**src/rtl/load_store_unit_if.sv**
```systemverilog
// load_store_unit_if
//
// Bundles the three port groups of the load/store unit:
//   req_*  : execute stage -> unit request channel (valid/ready)
//   mem_*  : unit -> data memory single-cycle access strobes
//   resp_*, exc_* : unit -> writeback response channel (valid/ready)
//
// Handshake rule for both req and resp channels: a transfer happens on a
// rising clk edge where valid and ready are both 1. The sender keeps valid
// and its payload stable until that edge; ready may change freely and has
// no effect while valid is low.
//
// Modports:
//   slave  : the load_store_unit side
//   master : the environment side (execute stage, memory, writeback)
interface load_store_unit_if;
    logic        req_valid;
    logic        req_ready;
    logic        req_is_store;
    logic [2:0]  req_funct3;
    logic [31:0] req_base;
    logic [11:0] req_offset;
    logic [31:0] req_wdata;
    logic [4:0]  req_rd;

    logic        mem_read;
    logic        mem_write;
    logic [31:0] mem_address;
    logic [2:0]  mem_funct3;
    logic [31:0] mem_write_data;
    logic [31:0] mem_read_data;

    logic        resp_valid;
    logic        resp_ready;
    logic        resp_is_load;
    logic [4:0]  resp_rd;
    logic [31:0] resp_data;
    logic        exc_valid;
    logic [3:0]  exc_cause;
    logic [31:0] exc_addr;

    modport slave (
        input  req_valid, req_is_store, req_funct3, req_base, req_offset,
               req_wdata, req_rd, mem_read_data, resp_ready,
        output req_ready, mem_read, mem_write, mem_address, mem_funct3,
               mem_write_data, resp_valid, resp_is_load, resp_rd, resp_data,
               exc_valid, exc_cause, exc_addr
    );

    modport master (
        output req_valid, req_is_store, req_funct3, req_base, req_offset,
               req_wdata, req_rd, mem_read_data, resp_ready,
        input  req_ready, mem_read, mem_write, mem_address, mem_funct3,
               mem_write_data, resp_valid, resp_is_load, resp_rd, resp_data,
               exc_valid, exc_cause, exc_addr
    );
endinterface

```
**src/rtl/load_store_unit.sv**
```systemverilog
// load_store_unit
//
// Memory-stage sequencer: accepts one load/store, forms the effective
// address base + sext(offset), checks funct3 legality, alignment and range,
// performs at most one memory access, then returns data, store completion
// or a precise exception.
//
// Ports:
//   clk       : clock, all state changes on rising edge
//   rst       : synchronous active-high reset
//   bus       : load_store_unit_if.slave (req / mem / resp groups)
//   state_dbg : current FSM state (0 IDLE, 1 ISSUE, 2 RESP)
//
// Both req and resp follow valid/ready: transfer on an edge where both are
// high; payload held stable by the sender until then.
module load_store_unit #(
    parameter int unsigned MEM_BYTES = 4096
) (
    input  logic                clk,
    input  logic                rst,
    load_store_unit_if.slave    bus,
    output logic [1:0]          state_dbg
);

    typedef enum logic [1:0] {
        IDLE  = 2'd0,
        ISSUE = 2'd1,
        RESP  = 2'd2
    } state_t;

    state_t state, state_next;

    // latched request / response
    logic        is_store_q;
    logic [2:0]  funct3_q;
    logic [31:0] wdata_q;
    logic [4:0]  rd_q;
    logic [31:0] ea_q;
    logic [31:0] resp_data_q;
    logic        exc_valid_q;
    logic [3:0]  exc_cause_q;
    logic [31:0] exc_addr_q;

    // request checks, evaluated on the live request in IDLE
    logic [31:0] ea;
    logic [32:0] size_m1;
    logic [32:0] last_byte;
    logic        illegal;
    logic        misaligned;
    logic        out_of_range;
    logic        trap;
    logic [3:0]  trap_cause;
    logic [31:0] trap_addr;
    logic        accept;

    assign ea = bus.req_base + {{20{bus.req_offset[11]}}, bus.req_offset};

    always_comb begin
        size_m1    = 33'd0;
        illegal    = 1'b0;
        misaligned = 1'b0;
        trap_cause = 4'd0;
        trap_addr  = ea;

        case (bus.req_funct3[1:0])
            2'd1:    size_m1 = 33'd1;
            2'd2:    size_m1 = 33'd3;
            default: size_m1 = 33'd0;
        endcase

        if (bus.req_is_store)
            illegal = (bus.req_funct3 > 3'd2);
        else
            illegal = (bus.req_funct3 == 3'd3) || (bus.req_funct3 == 3'd6) ||
                      (bus.req_funct3 == 3'd7);

        misaligned = ((bus.req_funct3[1:0] == 2'd1) && ea[0]) ||
                     ((bus.req_funct3[1:0] == 2'd2) && (ea[1:0] != 2'b00));

        // 33-bit sum so an access that wraps past 2^32 is also out of range
        last_byte    = {1'b0, ea} + size_m1;
        out_of_range = (last_byte >= 33'(MEM_BYTES));

        trap = illegal || misaligned || out_of_range;

        if (illegal) begin
            trap_cause = 4'd2;
            trap_addr  = 32'd0;
        end else if (misaligned) begin
            trap_cause = bus.req_is_store ? 4'd6 : 4'd4;
        end else if (out_of_range) begin
            trap_cause = bus.req_is_store ? 4'd7 : 4'd5;
        end
    end

    assign accept = (state == IDLE) && bus.req_valid;

    // FSM state register
    always_ff @(posedge clk) begin
        if (rst)
            state <= IDLE;
        else
            state <= state_next;
    end

    // FSM next state and outputs
    always_comb begin
        state_next         = state;
        bus.req_ready      = 1'b0;
        bus.mem_read       = 1'b0;
        bus.mem_write      = 1'b0;
        bus.mem_address    = 32'd0;
        bus.mem_funct3     = 3'd0;
        bus.mem_write_data = 32'd0;
        bus.resp_valid     = 1'b0;
        bus.resp_is_load   = 1'b0;
        bus.resp_rd        = 5'd0;
        bus.resp_data      = 32'd0;
        bus.exc_valid      = 1'b0;
        bus.exc_cause      = 4'd0;
        bus.exc_addr       = 32'd0;

        case (state)
            IDLE: begin
                bus.req_ready = ~rst;
                if (bus.req_valid)
                    state_next = trap ? RESP : ISSUE;
            end
            ISSUE: begin
                // strobes gated with ~rst so a reset here cancels the access
                bus.mem_read       = ~is_store_q & ~rst;
                bus.mem_write      = is_store_q & ~rst;
                bus.mem_address    = ea_q;
                bus.mem_funct3     = funct3_q;
                bus.mem_write_data = is_store_q ? wdata_q : 32'd0;
                state_next         = RESP;
            end
            RESP: begin
                bus.resp_valid   = 1'b1;
                bus.resp_is_load = ~is_store_q & ~exc_valid_q;
                bus.resp_rd      = (~is_store_q & ~exc_valid_q) ? rd_q : 5'd0;
                bus.resp_data    = resp_data_q;
                bus.exc_valid    = exc_valid_q;
                bus.exc_cause    = exc_cause_q;
                bus.exc_addr     = exc_addr_q;
                if (bus.resp_ready)
                    state_next = IDLE;
            end
            default: state_next = IDLE;
        endcase
    end

    // request latch and load-data capture
    always_ff @(posedge clk) begin
        if (rst) begin
            is_store_q  <= 1'b0;
            funct3_q    <= 3'd0;
            wdata_q     <= 32'd0;
            rd_q        <= 5'd0;
            ea_q        <= 32'd0;
            resp_data_q <= 32'd0;
            exc_valid_q <= 1'b0;
            exc_cause_q <= 4'd0;
            exc_addr_q  <= 32'd0;
        end else if (accept) begin
            is_store_q  <= bus.req_is_store;
            funct3_q    <= bus.req_funct3;
            wdata_q     <= bus.req_wdata;
            rd_q        <= bus.req_rd;
            ea_q        <= ea;
            resp_data_q <= 32'd0;
            exc_valid_q <= trap;
            exc_cause_q <= trap_cause;
            exc_addr_q  <= trap ? trap_addr : 32'd0;
        end else if ((state == ISSUE) && !is_store_q) begin
            resp_data_q <= bus.mem_read_data;
        end
    end

    assign state_dbg = state;

endmodule

```
**src/flat_wrapper.sv**
```systemverilog
// flat-port wrapper written by rule: the top's interface ports become plain ports
module load_store_unit_flat 
#(
    parameter int unsigned MEM_BYTES = 4096
)
  (clk, rst, state_dbg, bus_req_valid, bus_req_is_store, bus_req_funct3, bus_req_base, bus_req_offset, bus_req_wdata, bus_req_rd, bus_mem_read_data, bus_resp_ready, bus_req_ready, bus_mem_read, bus_mem_write, bus_mem_address, bus_mem_funct3, bus_mem_write_data, bus_resp_valid, bus_resp_is_load, bus_resp_rd, bus_resp_data, bus_exc_valid, bus_exc_cause, bus_exc_addr);
  load_store_unit_if bus_i ();
  input  logic clk;
  input  logic rst;
  output logic [1:0] state_dbg;
  input wire logic [$bits(bus_i.req_valid)-1:0] bus_req_valid;
  input wire logic [$bits(bus_i.req_is_store)-1:0] bus_req_is_store;
  input wire logic [$bits(bus_i.req_funct3)-1:0] bus_req_funct3;
  input wire logic [$bits(bus_i.req_base)-1:0] bus_req_base;
  input wire logic [$bits(bus_i.req_offset)-1:0] bus_req_offset;
  input wire logic [$bits(bus_i.req_wdata)-1:0] bus_req_wdata;
  input wire logic [$bits(bus_i.req_rd)-1:0] bus_req_rd;
  input wire logic [$bits(bus_i.mem_read_data)-1:0] bus_mem_read_data;
  input wire logic [$bits(bus_i.resp_ready)-1:0] bus_resp_ready;
  output wire logic [$bits(bus_i.req_ready)-1:0] bus_req_ready;
  output wire logic [$bits(bus_i.mem_read)-1:0] bus_mem_read;
  output wire logic [$bits(bus_i.mem_write)-1:0] bus_mem_write;
  output wire logic [$bits(bus_i.mem_address)-1:0] bus_mem_address;
  output wire logic [$bits(bus_i.mem_funct3)-1:0] bus_mem_funct3;
  output wire logic [$bits(bus_i.mem_write_data)-1:0] bus_mem_write_data;
  output wire logic [$bits(bus_i.resp_valid)-1:0] bus_resp_valid;
  output wire logic [$bits(bus_i.resp_is_load)-1:0] bus_resp_is_load;
  output wire logic [$bits(bus_i.resp_rd)-1:0] bus_resp_rd;
  output wire logic [$bits(bus_i.resp_data)-1:0] bus_resp_data;
  output wire logic [$bits(bus_i.exc_valid)-1:0] bus_exc_valid;
  output wire logic [$bits(bus_i.exc_cause)-1:0] bus_exc_cause;
  output wire logic [$bits(bus_i.exc_addr)-1:0] bus_exc_addr;
  assign bus_i.req_valid = bus_req_valid;
  assign bus_i.req_is_store = bus_req_is_store;
  assign bus_i.req_funct3 = bus_req_funct3;
  assign bus_i.req_base = bus_req_base;
  assign bus_i.req_offset = bus_req_offset;
  assign bus_i.req_wdata = bus_req_wdata;
  assign bus_i.req_rd = bus_req_rd;
  assign bus_i.mem_read_data = bus_mem_read_data;
  assign bus_i.resp_ready = bus_resp_ready;
  assign bus_req_ready = bus_i.req_ready;
  assign bus_mem_read = bus_i.mem_read;
  assign bus_mem_write = bus_i.mem_write;
  assign bus_mem_address = bus_i.mem_address;
  assign bus_mem_funct3 = bus_i.mem_funct3;
  assign bus_mem_write_data = bus_i.mem_write_data;
  assign bus_resp_valid = bus_i.resp_valid;
  assign bus_resp_is_load = bus_i.resp_is_load;
  assign bus_resp_rd = bus_i.resp_rd;
  assign bus_resp_data = bus_i.resp_data;
  assign bus_exc_valid = bus_i.exc_valid;
  assign bus_exc_cause = bus_i.exc_cause;
  assign bus_exc_addr = bus_i.exc_addr;
  load_store_unit #(.MEM_BYTES(MEM_BYTES)) u_core (.clk(clk), .rst(rst), .bus(bus_i), .state_dbg(state_dbg));
endmodule
```
**config.mk**
```make
export PLATFORM = sky130hd
export DESIGN_NAME = load_store_unit_flat
export DESIGN_NICKNAME = d
export VERILOG_FILES = /design/src/rtl/load_store_unit_if.sv /design/src/rtl/load_store_unit.sv /design/src/flat_wrapper.sv
export SDC_FILE = /design/constraint.sdc
export NUM_CORES = 1
export LEC_CHECK = 0
export CORE_MARGIN = 2
export CORE_UTILIZATION = 43
export CTS_BUF_LIST = sky130_fd_sc_hd__clkbuf_4 sky130_fd_sc_hd__clkbuf_8 sky130_fd_sc_hd__clkbuf_16
export DETAILED_ROUTE_END_ITERATION = 10
export PLACE_DENSITY = 0.87
export SLEW_MARGIN = 30
export SYNTH_ARGS = -nofsm -noshare
export SYNTH_HDL_FRONTEND = slang
export SYNTH_SLANG_ARGS = --single-unit
```
**constraint.sdc**
```tcl
create_clock -name clk -period 4.7 [get_ports clk]
set_input_delay 0.94 -clock clk [delete_from_list [all_inputs] [get_ports clk]]
set_output_delay 0.94 -clock clk [all_outputs]
set_load 0.02 [all_outputs]
```
# --- Yosys cells after proc, flatten, opt, wreduce, memory -nomap -nowiden ---
# Index checks and enable logic that the tools add are counted.
# Widths: inputs -> output; s select.
totals:
  out_inout_bits: 148
  wordCells: 71
  input_bits: 121
  ff_bits: 144
op_classes:
  n_lt_le_gt_ge: 2
  n_bitwise: 6
  n_addsub: 2
  eq_ne: 9
  n_reduce_logical: 14
  mux: 28
op_table:
  columns: ["operator", "n"]
  rows:
  - ["$mux 32", 7]
  - ["$add 32x2->33", 1]
  - ["$ge 33x13->1 const B", 1]
  - ["$add 32x32->32", 1]
  - ["$mux 4", 4]
  - ["$mux 2", 5]
  - ["$mux 5", 2]
  - ["$mux 1", 7]
  - ["$eq 3x3->1 const B", 2]
  - ["$pmux 2 s3", 1]
  - ["$logic_or 1x1->1", 5]
  - ["$eq 2x1->1 const B", 2]
  - ["$eq 2x2->1 const B", 2]
  - ["$logic_and 1x1->1", 4]
  - ["$ne 2x2->1 const B", 2]
  - ["$pmux 2 s2", 1]
  - ["$and 1x1->1", 3]
  - ["$eq 3x2->1 const B", 1]
  - ["$gt 3x2->1 const B", 1]
  - ["$mux 3", 1]
  - ["$not 1->1", 3]
  - ["$logic_not 2->1", 1]
  - ["$reduce_and 2->1", 1]
  - ["$reduce_bool 2->1", 1]
  - ["2 further kinds", 2]

# --- Longest topological paths before layout ---
logic_depth:
  depth_word: 9
  depth_mapped: 16
  ltp_nobuf: 14

# --- Worst setup path after synthesis ---
# OpenSTA, ideal clock, no wires.
synth_path:
  kind: "input to register"
  from: "input bus_req_offset[0]"
  to: "register u_core.exc_addr_q[10]"
  path_buffers: 2
  setup_ns: 0.117
  t_required_ns: 4.583
  path_stages: 15
  setup_slack_ns: -0.265
  arrival_time_ns: 4.848
  cell_sequence: "ha_1 fa_1 a211oi_1 o21ai_2 and3_1 clkbuf_1 a311o_1 a311oi_4 and4_1 and4_1 a31oi_1 or4_4 o31a_1 buf_6 a22o_1"
synth_via:
  elab_chain_cells: 7
  elab_cells_between_ends: 11
  cone_classes: "2 x add/sub; 1 x order compare; 2 x mux; 6 x reduce/logical"
synth_rtl:
  columns: ["item", "line_no", "rtl"]
  rows:
  - ["from (decl)", "flat_wrapper.sv:15", "input wire logic [$bits(bus_i.req_offset)-1:0] bus_req_offset;"]
  - ["$add 32x32->32 (*)", "load_store_unit.sv:56", "assign ea = bus.req_base + {{20{bus.req_offset[11]}}, bus.req_offset};"]
  - ["branches (longest 5 deep; another with $add 32x2->33)", null, null]
  - ["$mux 32 (*)", "load_store_unit.sv:174", "exc_addr_q <= trap ? trap_addr : 32'd0;"]
  - ["to (signal assigned)", "load_store_unit.sv:174", null]
  - ["to (decl)", "load_store_unit.sv:42", "logic [31:0] exc_addr_q;"]
# Every way passes the cells marked *.
# A chain may end at the register's enable or synchronous reset.

# --- Worst setup path after layout ---
layout_path:
  from: "input bus_req_offset[0]"
  to: "register u_core.state[0] (netlist: u_core.state_dbg[0])"
layout_via:
  elab_chain_cells: 9
  elab_cells_between_ends: 12
  cone_classes: "2 x add/sub; 1 x order compare; 3 x mux; 6 x reduce/logical"
layout_rtl:
  columns: ["item", "line_no", "rtl"]
  rows:
  - ["$add 32x32->32 (*)", "load_store_unit.sv:56", null]
  - ["branches (longest 4 deep; another with $add 32x2->33)", null, null]
  - ["$logic_or 1x1->1 (*)", "load_store_unit.sv:84", "trap = illegal || misaligned || out_of_range;"]
  - ["$mux 2 (*)", "load_store_unit.sv:127", "state_next = trap ? RESP : ISSUE;"]
  - ["$mux 2 (*)", "load_store_unit.sv:126", "if (bus.req_valid)"]
  - ["$pmux 2 s3 (*)", "load_store_unit.sv:123", "case (state)"]
  - ["to (signal assigned)", "load_store_unit.sv:103", "state <= state_next;"]
  - ["to (decl)", "load_store_unit.sv:31", "state_t state, state_next;"]
# Every way passes the cells marked *. The select of a mux whose other input is x is not followed.

==> results.json <==
{
  "grt_pass1_vias": 9415,
  "cts_tree": "yes",
  "cts_hold_buf": 0,
  "nFillCells": 1422,
  "ioPinCount": 269,
  "portBuffers": 267,
  "antenna_found_initial": 2,
  "timing.final.crit_share_pct": 100,
  "rows": 51,
  "grt_pass1_wl_um": 46600,
  "area_growth_pct": 64.8,
  "synth_area_sq_mm": 0.00852,
  "setup_tns_ns": -0.00266,
  "ys_seq_area_share_pct": 33.6,
  "power_density_mw_per_mm2": 284,
  "violations": "negative setup slack",
  "rsz0062_at_grt": "true",
  "period_minus_slack_ns": 4.70,
  "status": "finished with violations",
  "critical_path_arrival_ns": 5.03,
  "drt-total-wl_um": 31000,
  "clock_skew_ns": 0.0112,
  "stdcell_count": 1825,
  "ant_nets": 0,
  "crit_path_end_kind": "flip-flop",
  "drc_errors": 0,
  "ys_warn_count": 0,
  "cp.required_ns": 5.03,
  "die_h_um": 145,
  "path_class": "input pin to flip-flop",
  "fmax_mhz": 213,
  "tightest_slew_ns": 0.796,
  "wl_met2_um": 15900,
  "route.met3.wl_um": 1960,
  "overflow": 0,
  "dr.first_iter.drc_count": 507,
  "core_area_sq_mm": 0.0195,
  "crit_fanout": 5,
  "syn_avg_cell_area_sq_um": 7.52,
  "clockBufferDepth": 2,
  "htree_levels": 4,
  "clock_latency_ns": 0.41,
  "synth_cell_types": 74,
  "crit_path_cell_trace": "buf_6, ha_4, fa_2, a211oi_4, o21ai_4, buf_4, xor2_2, nand2_1, or4_4, nor4_4, clkbuf_16, nand4_1, o22ai_1, o221ai_1, or4_4, buf_6, nor4_4, buf_4, nor3b_2",
  "vias": 9784,
  "synth_edf_count": 0,
  "yosysTopAreaCell": "dfxtp_1",
  "cp-start-kind": "input pin",
  "die_area_sq_mm": 0.0210,
  "synth-main-ff-cell": "dfxtp_1",
  "final_area_sq_mm": 0.0140,
  "top_layer": "met5",
  "finalHoldViolCount": 0,
  "viasPerCell": 5.36,
  "worstHoldPathType": "flip-flop to flip-flop",
  "setup_violations": 1,
  "gp_congestion": 0.922,
  "seq_area_sq_mm": 0.00286,
  "synth_top_area_share_pct": 33.6,
  "slew_headroom_pct": 46.9,
  "async_flop_share_pct": 0,
  "max_cap_viol_count": 0,
  "wl_per_cell_um": 17.0,
  "place_hpwl_um": 22200,
  "yosys_register_bits": 143,
  "vdd_drop_max_v": 0.000257,
  "setup_slack_ns": -0.00266,
  "yosysMostFrequentCell": "nand2_1",
  "p_leak_nw": 5.73,
  "drive_above_1_share_pct": 22.1,
  "root_buffer": "clkbuf_16",
  "cts.sinks": 143,
  "multiInputGateArea_sq_mm": 0.00591,
  "post_dp_cell_area_sq_mm": 0.0126,
  "synthTopCellsByArea": "dfxtp_1 34%, nand2_1 11%, and2_1 8.7%",
  "dpl_worst_slack_ns": -0.958,
  "dr.pass1.iters": 5,
  "dp_cells": 1764,
  "numCtsBuffers": 17,
  "synth_nets": 1291,
  "postSynthCellCount": 1132,
  "die_w_um": 145,
  "start_util_pct": 43.8,
  "cpPeakStageDelay_ns": 0.58,
  "grt_max_degree": 77,
  "clkSlewWorstSetupHoldPaths_ns": 0.06,
  "synth_commonest_cells": "247 x nand2_1, 145 x a21oi_1, 143 x dfxtp_1",
  "final_max_slew_viol_count": 0,
  "grt_use_total_pct": 27.7,
  "drt-met1-wl_um": 12400,
  "final_nets": 1705,
  "crit_path_top_delay_cell": "or4_4"
}
==> worst paths after layout <==
check | startpoint | endpoint | cells after the start | slack, ns
hold reg to reg | u_core.exc_addr_q[17] | u_core.exc_addr_q[17] | 2 | 0.45
setup reg to reg | u_core.state_dbg[1] | u_core.exc_addr_q[16] | 4 | 2.27
hold / removal | u_core.exc_addr_q[17] | u_core.exc_addr_q[17] | 2 | 0.45
setup / recovery | bus_req_offset[0] | u_core.state_dbg[0] | 19 | -0.003
==> timing repair <==
action / in CTS / in global routing
setup buffers: 6 / 22
cloned: 1 / 0
pin swaps: 33 / 45
endpoints found under the setup margin: 19 / 19
gates resized for setup: 68 / 82
==> worst max-delay path, delay by kind of cell <==
kind,cells,cell delay (ns)
buf+inv,5,0.76
fa+ha+maj,2,0.56
compound gates,4,0.70
simple gates,7,1.90
xor+xnor,1,0.16
==> per-stage QoR <==
step	power, mW	hold slack (ns)	util (%)
2_1_floorplan	1.87	0.417	-
3_3_place_gp	2.39	0.426	64.8
3_5_place_dp	2.42	0.436	64.8
4_1_cts	3.91	0.449	69.7
5_1_grt	4.15	0.464	72.1
6_report	3.99	0.446	72.1
==> power breakdown <==
part	internal, mW	switching [mW]
clock network	0.912	0.534
registers	1.28	0.0347
logic	0.614	0.614
==> flip-flops by register name (all words and copies together), names as in the netlist <==
name and cells:
u_core.exc_valid_q 1, u_core.exc_cause_q 3, u_core.ea_q 32, u_core.funct3_q 3, u_core.resp_data_q 32, u_core.is_store_q 1, u_core.wdata_q 32, u_core.exc_addr_q 32
u_core.state_dbg 2, u_core.rd_q 5
==> placed cells by master (no fill, tap or decap), types with 9 or more instances in the layout <==
cell type          n
and2_1           118
ha_1              20
xnor2_1           17
dlymetal6s2s_1    11
nand4_1           16
clkbuf_16         18
nor2_1            50
ha_4              16
o21ai_0           22
and3_1            35
o211ai_1           9
clkdlybuf4s50_1  240
dfxtp_1          143
a21o_1            15
inv_1             10
nand2_1          244
nor3_1            15
a21oi_1          136
a22o_1            20
buf_4            202
==> cell type report <==
type                            count  share of cell area [%]
Inverter                           11                   0.294
Clock inverter                     12                    1.31
Antenna cell                        1                  0.0178
Timing Repair Buffer              473                    30.3
Multi-Input combinational cell    900                    42.1
Sequential cell                   143                    20.4
Tap cell                          265                    2.36
Clock buffer                       20                    3.19
==> logic make-up (layout without fill, tap and decap cells) <==
kind of cell	after synthesis	count (layout)	synth area share, %
compound gates	283	284	21.3
mux	6	6	0.749
buf+inv	90	516	4.20
xor+xnor	32	32	3.29
other cells	1	2	0.0440
fa+ha+maj	38	38	5.76
simple gates	539	539	31.1
flops	143	143	33.6
==> routing by layer <==
metal / global-route usage (%) / vias to the layer above
li1: - / 4737
met1: 32.5 / 4576
met2: 50.7 / 410
met3: 4.38 / 59
met4: 10.3 / 2
met5: 0 / -
Power figures use the tool's default switching activity.
